[src/rtl/pipe_ctrl_pkg.sv]
// rtl/pipe_ctrl_pkg.sv - shared types and constants for the pipeline stall controller
package pipe_ctrl_pkg;

  localparam int REG_ADDR_W = 5;
  localparam logic [REG_ADDR_W-1:0] REG_X0 = '0;

  typedef enum logic [1:0] {
    RUN     = 2'd0,
    MEMWAIT = 2'd1,
    ERR     = 2'd2
  } state_e;

endpackage

[src/rtl/pipe_hazard_detect.sv]
// rtl/pipe_hazard_detect.sv - combinational load-use hazard compare between EX load and ID sources
module pipe_hazard_detect
  import pipe_ctrl_pkg::*;
(
  input  logic                  mem_read_i,
  input  logic [REG_ADDR_W-1:0] rd_addr_i,
  input  logic [REG_ADDR_W-1:0] rs1_addr_i,
  input  logic [REG_ADDR_W-1:0] rs2_addr_i,
  output logic                  hit_o
);

  // x0 is hardwired to zero, so a load targeting it never creates a dependency
  assign hit_o = mem_read_i && (rd_addr_i != REG_X0) &&
                 ((rd_addr_i == rs1_addr_i) || (rd_addr_i == rs2_addr_i));

endmodule

[src/rtl/pipe_stall_ctrl.sv]
// rtl/pipe_stall_ctrl.sv - pipeline stall/flush controller with data-memory wait FSM and timeout
// Optional stall-cycle counter port stall_cnt_o enabled by PIPE_STALL_CTRL_PERF_EN.
module pipe_stall_ctrl
  import pipe_ctrl_pkg::*;
#(
  parameter int unsigned WAIT_MAX = 15
) (
  input  logic                  clk_i,
  input  logic                  rst_i,
  input  logic                  IDEX_MemRead_i,
  input  logic [REG_ADDR_W-1:0] IDEX_RDaddr_i,
  input  logic [REG_ADDR_W-1:0] IFID_RS1addr_i,
  input  logic [REG_ADDR_W-1:0] IFID_RS2addr_i,
  input  logic                  Branch_taken_i,
  input  logic                  EXMEM_MemRead_i,
  input  logic                  EXMEM_MemWrite_i,
  output logic                  dmem_req_o,
  input  logic                  dmem_ack_i,
  output logic                  PCWrite_o,
  output logic                  IFID_Write_o,
  output logic                  IFID_Flush_o,
  output logic                  IDEX_Write_o,
  output logic                  IDEX_Flush_o,
  output logic                  EXMEM_Write_o,
  output logic                  MEMWB_Bubble_o,
  output logic                  timeout_o
`ifdef PIPE_STALL_CTRL_PERF_EN
  ,
  output logic [31:0]           stall_cnt_o
`endif
);

  localparam logic [7:0] WAIT_MAX_C = 8'(WAIT_MAX);

  state_e     state_q, state_d;
  logic [7:0] wait_cnt_q, wait_cnt_d;
  logic       load_use_hit;

  pipe_hazard_detect u_hazard (
    .mem_read_i (IDEX_MemRead_i),
    .rd_addr_i  (IDEX_RDaddr_i),
    .rs1_addr_i (IFID_RS1addr_i),
    .rs2_addr_i (IFID_RS2addr_i),
    .hit_o      (load_use_hit)
  );

  always_comb begin
    state_d        = state_q;
    wait_cnt_d     = wait_cnt_q;
    dmem_req_o     = 1'b0;
    PCWrite_o      = 1'b0;
    IFID_Write_o   = 1'b0;
    IFID_Flush_o   = 1'b0;
    IDEX_Write_o   = 1'b0;
    IDEX_Flush_o   = 1'b0;
    EXMEM_Write_o  = 1'b0;
    MEMWB_Bubble_o = 1'b0;
    timeout_o      = 1'b0;
    // While in reset every output stays low so no access can be launched
    if (!rst_i) begin
      case (state_q)
        RUN: begin
          PCWrite_o     = 1'b1;
          IFID_Write_o  = 1'b1;
          IDEX_Write_o  = 1'b1;
          EXMEM_Write_o = 1'b1;
          dmem_req_o    = EXMEM_MemRead_i | EXMEM_MemWrite_i;
          if (load_use_hit) begin
            PCWrite_o    = 1'b0;
            IFID_Write_o = 1'b0;
            IDEX_Flush_o = 1'b1;
          end else if (Branch_taken_i) begin
            IFID_Flush_o = 1'b1;
          end
          if (dmem_req_o && !dmem_ack_i) begin
            state_d    = MEMWAIT;
            wait_cnt_d = 8'd1;
          end
        end
        MEMWAIT: begin
          dmem_req_o = 1'b1;
          if (dmem_ack_i) begin
            PCWrite_o     = 1'b1;
            IFID_Write_o  = 1'b1;
            IDEX_Write_o  = 1'b1;
            EXMEM_Write_o = 1'b1;
            state_d       = RUN;
            wait_cnt_d    = 8'd0;
          end else begin
            MEMWB_Bubble_o = 1'b1;
            if (wait_cnt_q == WAIT_MAX_C) begin
              state_d = ERR;
            end else begin
              wait_cnt_d = wait_cnt_q + 8'd1;
            end
          end
        end
        ERR: begin
          MEMWB_Bubble_o = 1'b1;
          timeout_o      = 1'b1;
        end
        default: begin
          state_d = RUN;
        end
      endcase
    end
  end

  always_ff @(posedge clk_i) begin
    if (rst_i) begin
      state_q    <= RUN;
      wait_cnt_q <= 8'd0;
    end else begin
      state_q    <= state_d;
      wait_cnt_q <= wait_cnt_d;
    end
  end

`ifdef PIPE_STALL_CTRL_PERF_EN
  logic [31:0] stall_cnt_q, stall_cnt_d;

  always_comb begin
    stall_cnt_d = stall_cnt_q;
    if (!PCWrite_o && (stall_cnt_q != 32'hFFFF_FFFF)) begin
      stall_cnt_d = stall_cnt_q + 32'd1;
    end
  end

  always_ff @(posedge clk_i) begin
    if (rst_i) begin
      stall_cnt_q <= 32'd0;
    end else begin
      stall_cnt_q <= stall_cnt_d;
    end
  end

  assign stall_cnt_o = rst_i ? 32'd0 : stall_cnt_q;
`endif

endmodule

[config.mk]
export PLATFORM = sky130hd
export DESIGN_NAME = pipe_stall_ctrl
export DESIGN_NICKNAME = d
export VERILOG_FILES = /design/src/rtl/pipe_ctrl_pkg.sv /design/src/rtl/pipe_hazard_detect.sv /design/src/rtl/pipe_stall_ctrl.sv
export SDC_FILE = /design/constraint.sdc
export NUM_CORES = 1
export LEC_CHECK = 0
export CAP_MARGIN = 20
export CORE_MARGIN = 2
export CORE_UTILIZATION = 39
export DETAILED_ROUTE_END_ITERATION = 6
export PLACE_DENSITY_LB_ADDON = 0.2
export SKIP_LAST_GASP = 1
export SYNTH_ARGS = -nofsm -noshare
export SYNTH_HDL_FRONTEND = slang
export SYNTH_SLANG_ARGS = --single-unit
[constraint.sdc]
create_clock -name clk_i -period 1.8 [get_ports clk_i]
set_input_delay 0.36 -clock clk_i [delete_from_list [all_inputs] [get_ports clk_i]]
set_output_delay 0.36 -clock clk_i [all_outputs]
set_load 0.02 [all_outputs]
## Word-level counts from Yosys, hierarchy flattened

Index checks and enable logic that the tools add are counted.

- Bits in registers: 10
- Bits of input ports: 22

- Add/sub/neg operators: 1
- Eq/ne operators: 8
- Mux-type cells: 28
- Bitwise logic cells: 2
- Reductions and logical operators: 10

Operators by type and width:

| cell | number |
|---|---|
| 8-bit 2-to-1 mux | 3 |
| 1-bit 2-to-1 mux | 16 |
| 8-bit one-hot mux with 2 select lines | 1 |
| 5-bit == test | 2 |
| 8-bit by 1-bit adder with 8-bit output (second input constant) | 1 |
| 8-bit by 4-bit == test with 1-bit output (second input constant) | 1 |
| 1-bit one-hot mux with 2 select lines | 4 |
| 2-bit 2-to-1 mux | 3 |
| 3-bit != test (second input constant) | 2 |
| 2-bit one-hot mux with 3 select lines | 1 |
| 3-bit AND reduction | 2 |
| 5-bit nonzero test | 1 |
| 1-bit logical AND | 3 |
| 2-bit by 1-bit == test with 1-bit output (second input constant) | 1 |
| 2-bit == test (second input constant) | 1 |
| 2-bit logical NOT | 1 |
| 2-bit != test (second input constant) | 1 |
| 2-bit nonzero test | 1 |
| 1-bit logical NOT | 1 |
| 1-bit logical OR | 1 |
| 1-bit inverter | 1 |
| 1-bit OR | 1 |

## Logic depth before layout (Yosys ltp)

- Depth after elaboration: 6
- Gate-level depth with buffers: 7

## Modules after synthesis

From an unflattened synthesis, not the netlist that was laid out.

- Cell total of the unflattened synthesis: 112
- Area, all modules: 862.1 um2

By module, submodules not included:

| module | instances | cells an instance | area each (um2) | sequential area each (um2) |
|---|---|---|---|---|
| pipe_stall_ctrl | 1 | 95 | 737.0 | 200.2 |
| pipe_hazard_detect | 1 | 17 | 125.1 | 0.0 |

## Least setup slack after synthesis

No wires, ideal clock.

- Kind: flip-flop to output port
- From: reg state_q[0]
- To: out PCWrite_o
- Data arrival time: 2.056 ns
- Required time: 1.440 ns
- Slack: -0.616 ns
- Cell stages (with the launch flop): 8
- Buffers on the path: 2
- Cell sequence: dfxtp_1 inv_1 ha_1 clkbuf_1 a21oi_1 nor2_1 a21boi_0 buf_4

- Cells in the longest elaborated chain, start to end: 3

RTL lines:

| what | line | RTL |
|---|---|---|
| start: declaration | pipe_stall_ctrl.sv:35 | `state_e state_q, state_d;` |
| start signal: assignment | pipe_stall_ctrl.sv:114 | `state_q <= state_d;` |
| 2-bit by 1-bit == test with 1-bit output or 2-bit logical NOT (tied branches) | -- |  |
| 1-bit one-hot mux with 2 select lines (*) | -- |  |
| 1-bit 2-to-1 mux (*) | -- |  |
| end: declaration | pipe_stall_ctrl.sv:19 | `output logic PCWrite_o,` |

Every way passes the cells marked *; elsewhere a longest branch is shown, timed or not.

## Final worst setup path

- From: in IDEX_RDaddr_i[1]
- To: out IFID_Write_o

- Cells in the longest elaborated chain, start to end: 6

RTL lines:

| what | line | RTL |
|---|---|---|
| start: declaration | pipe_stall_ctrl.sv:11 | `input logic [REG_ADDR_W-1:0] IDEX_RDaddr_i,` |
| 5-bit == test or 5-bit nonzero test (tied branches) | pipe_hazard_detect.sv:14, pipe_hazard_detect.sv:13 |  |
| 1-bit logical OR or 1-bit logical AND (tied branches) | pipe_hazard_detect.sv:14, pipe_hazard_detect.sv:13 |  |
| 1-bit logical AND (*) | pipe_hazard_detect.sv:13 | `assign hit_o = mem_read_i && (rd_addr_i != REG_X0) &&` |
| 1-bit 2-to-1 mux (*) | pipe_stall_ctrl.sv:68 | `if (load_use_hit) begin` |
| 1-bit one-hot mux with 2 select lines (*) | pipe_stall_ctrl.sv:61 | `case (state_q)` |
| 1-bit 2-to-1 mux (*) | pipe_stall_ctrl.sv:60 | `if (!rst_i) begin` |
| end: declaration | pipe_stall_ctrl.sv:20 | `output logic IFID_Write_o,` |

Marked as above.

==> flow_metrics.tcl <==
set metrics [dict create \
    status "finished with violations" \
    violations "negative setup slack" \
    h-tree-depth 1 \
    ios 31 \
    synth_cell_types 31 \
    p_leak_nw 0.624 \
    grt_pass1_vias 932 \
    drt_first_iter_violations 15 \
    layout_common_cells "buf_4 (29), dlygate4sd2_1 (10)" \
    layout.nets 188 \
    hold_buffers 0 \
    fin_util_pct 76.7 \
    ant_nets 0 \
    syn_area_um2 817 \
    drv_slew 0 \
    worst_skew_pair.late_latency_ps 270 \
    initial_core_util_pct 41.6 \
    path_class "input pin to output pin" \
    r2r_start "state_q[0]" \
    mostFrequentLayoutCell "buf_4" \
    clk_transition_reported_paths_ps 60 \
    dieArea_um2 2480 \
    finalHoldViolCount 0 \
    cp-end-kind "output pin" \
    finalSetupViolations 4 \
    timing.rr.end "wait_cnt_q[4]" \
    fmax_ghz 0.537 \
    fin_skew_ps 4.38 \
    crit_fanout 2 \
    start_kind "input pin" \
    ys_ff_latch 10 \
    root_buffer "clkbuf_4" \
    die_w_um 49.8 \
    worstMarginPinSlew_ps 332 \
    viasPerCell 5.31 \
    pre_cts_ws_ps -885 \
    grt_max_degree 10 \
    irDropWorstVdd_mv 0.242 \
    rrSetupSlack_ps 20 \
    vias 999 \
    grt_pass1_wl_mm 3.98 \
    cpMostUsedCell "buf_6" \
    period_needed_ps 1860 \
    rsz0062_at_grt "yes" \
    crit_path_max_incr_delay_ps 530 \
    whs_ps 498 \
    fin_ws_ps -61.0 \
    final_cell_area_um2 1510 \
    crit_required_ps 1440 \
    grt_use_total_pct 21.1 \
    syn_avg_cell_area_um2 8.09 \
    syn2layout_area_growth_pct 84.2 \
    seq_area_frac_synth_pct 24.5 \
    die_y_um 49.8 \
    diodes 0 \
    hold_path_depth 2 \
    hold_end "wait_cnt_q[7]" \
    slew_headroom_pct 77.8 \
    crit_start "IDEX_RDaddr_i[1]" \
    drc 0 \
    gp_congestion 0.809 \
    rr_worst_depth 6 \
    power.density_nw_per_um2 488 \
    fin_crit_sh_pct 103 \
    syn_nets 127 \
    fillCellCount 152 \
    antenna_found_initial 0 \
    synthCells 101 \
    clockBufferDepth 2 \
    core_area_um2 1960 \
    crit_chain "buf_6, or4_4, o21ai_4, a21oi_2, a21boi_4, buf_6" \
    hp-start "wait_cnt_q[7]" \
    placed_area_um2 1320 \
    avgRoutedWirePerCell_um 13.4 \
    dp_hpwl_mm 1.70 \
    io_buffer_count 30 \
    first_pass_iters 5 \
    drive_above_1_share_pct 49.7 \
    maxCapViolCount 0 \
    wl_mm 2.52 \
    grt-ovfl-total 0 \
    cts_tree "built" \
    ys_warn_count 0 \
    hold_class "flop to flop" \
    rows 16 \
    arrival_ps 1500 \
    numCtsBuffers 3 \
    critPathSlowestCell "or4_4" \
    cts.sinks 10 \
]
kinds of logic after synthesis:
kind of cell               after synthesis  share of synthesized area [%]
AOI/OAI and AO/OA                       32                           25.0
xor gates and xnor gates                10                           10.7
adders and majority gates                4                           6.13
buffers and inverters                   11                           6.43
DFF                                     10                           24.5
muxes                                    1                           1.84
and+or+nand+nor                         33                           25.4
Yosys cell counts:
master	instances	area, µm²
clkbuf_1	2	7.51
buf_4	3	22.5
or3_1	2	12.5
and2b_1	1	7.51
nor2b_1	1	6.26
a21oi_1	13	65.1
nand2_1	6	22.5
and4_1	2	17.5
dfxtp_1	10	200
or3b_2	1	8.76
a211oi_1	2	15.0
mux2_4	1	15.0
o31ai_1	4	30.0
o21bai_1	1	7.51
nor2_1	5	18.8
inv_1	6	22.5
or4_4	1	11.3
nand4_1	1	6.26
o311a_1	1	10.0
o22ai_1	1	6.26
nor4_4	1	21.3
a211o_1	1	8.76
a21boi_0	1	7.51
ha_1	4	50.1
xnor2_1	10	87.6
o21ai_0	7	35.0
o21bai_4	1	18.8
nor3b_1	1	7.51
or4_1	5	37.5
nor3_1	1	5.00
nand3_1	5	25.0
timing repair:
| item | in CTS | in global routing |
|---|---|---|
| pin swaps | 21 | 14 |
| endpoints found under the setup margin | 16 | 13 |
| buffers inserted | 5 | 2 |
| gates resized for setup | 88 | 24 |
| cloned | 1 | 0 |
| hold endpoints to repair | 0 | 0 |
layer usage:
metal / up-vias / global-route usage (%) / share of wire [%]
met5: - / 0 / 0
met4: 0 / 9.72 / 1.9
met3: 5 / 1.82 / 4.7
met2: 40 / 37.1 / 51
met1: 458 / 25.7 / 42
li1: 496 / - / -
how the worst max path moves through the flow:
stage                         to  cells past startpoint  slack (ps)
floorplan              PCWrite_o                      5         -40
global placement    IFID_Write_o                      6        -870
detailed placement  IFID_Write_o                      6        -890
CTS                 IFID_Write_o                      6        -100
global route        IFID_Write_o                      6         -90
finish              IFID_Write_o                      6         -60
final cells by class:
| type | count | area, µm² | share of cell area [%] |
|---|---|---|---|
| clock buffer | 4 | 36.3 | 2.41 |
| inverter | 6 | 25.0 | 1.66 |
| multi-input combinational | 81 | 703 | 46.7 |
| sequential | 10 | 205 | 13.6 |
| tap | 27 | 33.8 | 2.24 |
| timing repair buffer | 60 | 502 | 33.3 |
flip-flops by register name (all words and copies together) (netlist names):
register and cells:
state_q 2, wait_cnt_q 8
per-stage QoR:
stage               TNS [ps]  instances  power, W
finish                  -196        188  0.000734
global route            -398        188  0.000766
CTS                     -350        187  0.000711
detailed placement     -8290        177  0.000492
global placement       -7970        177  0.000487
floorplan              -48.3        101  0.000359
critical path, delay by kind of cell:
family | cells | cell delay [ps]
simple gates | 1 | 530
compound gates | 3 | 370
buf+inv | 2 | 230
power by group:
| part | internal [W] | total, W | switching [W] |
|---|---|---|---|
| clock network | 0.000123 | 0.000206 | 0.0000835 |
| registers | 0.000226 | 0.000233 | 0.00000719 |
| logic | 0.000161 | 0.000294 | 0.000133 |
Power figures use the tool's default switching activity.
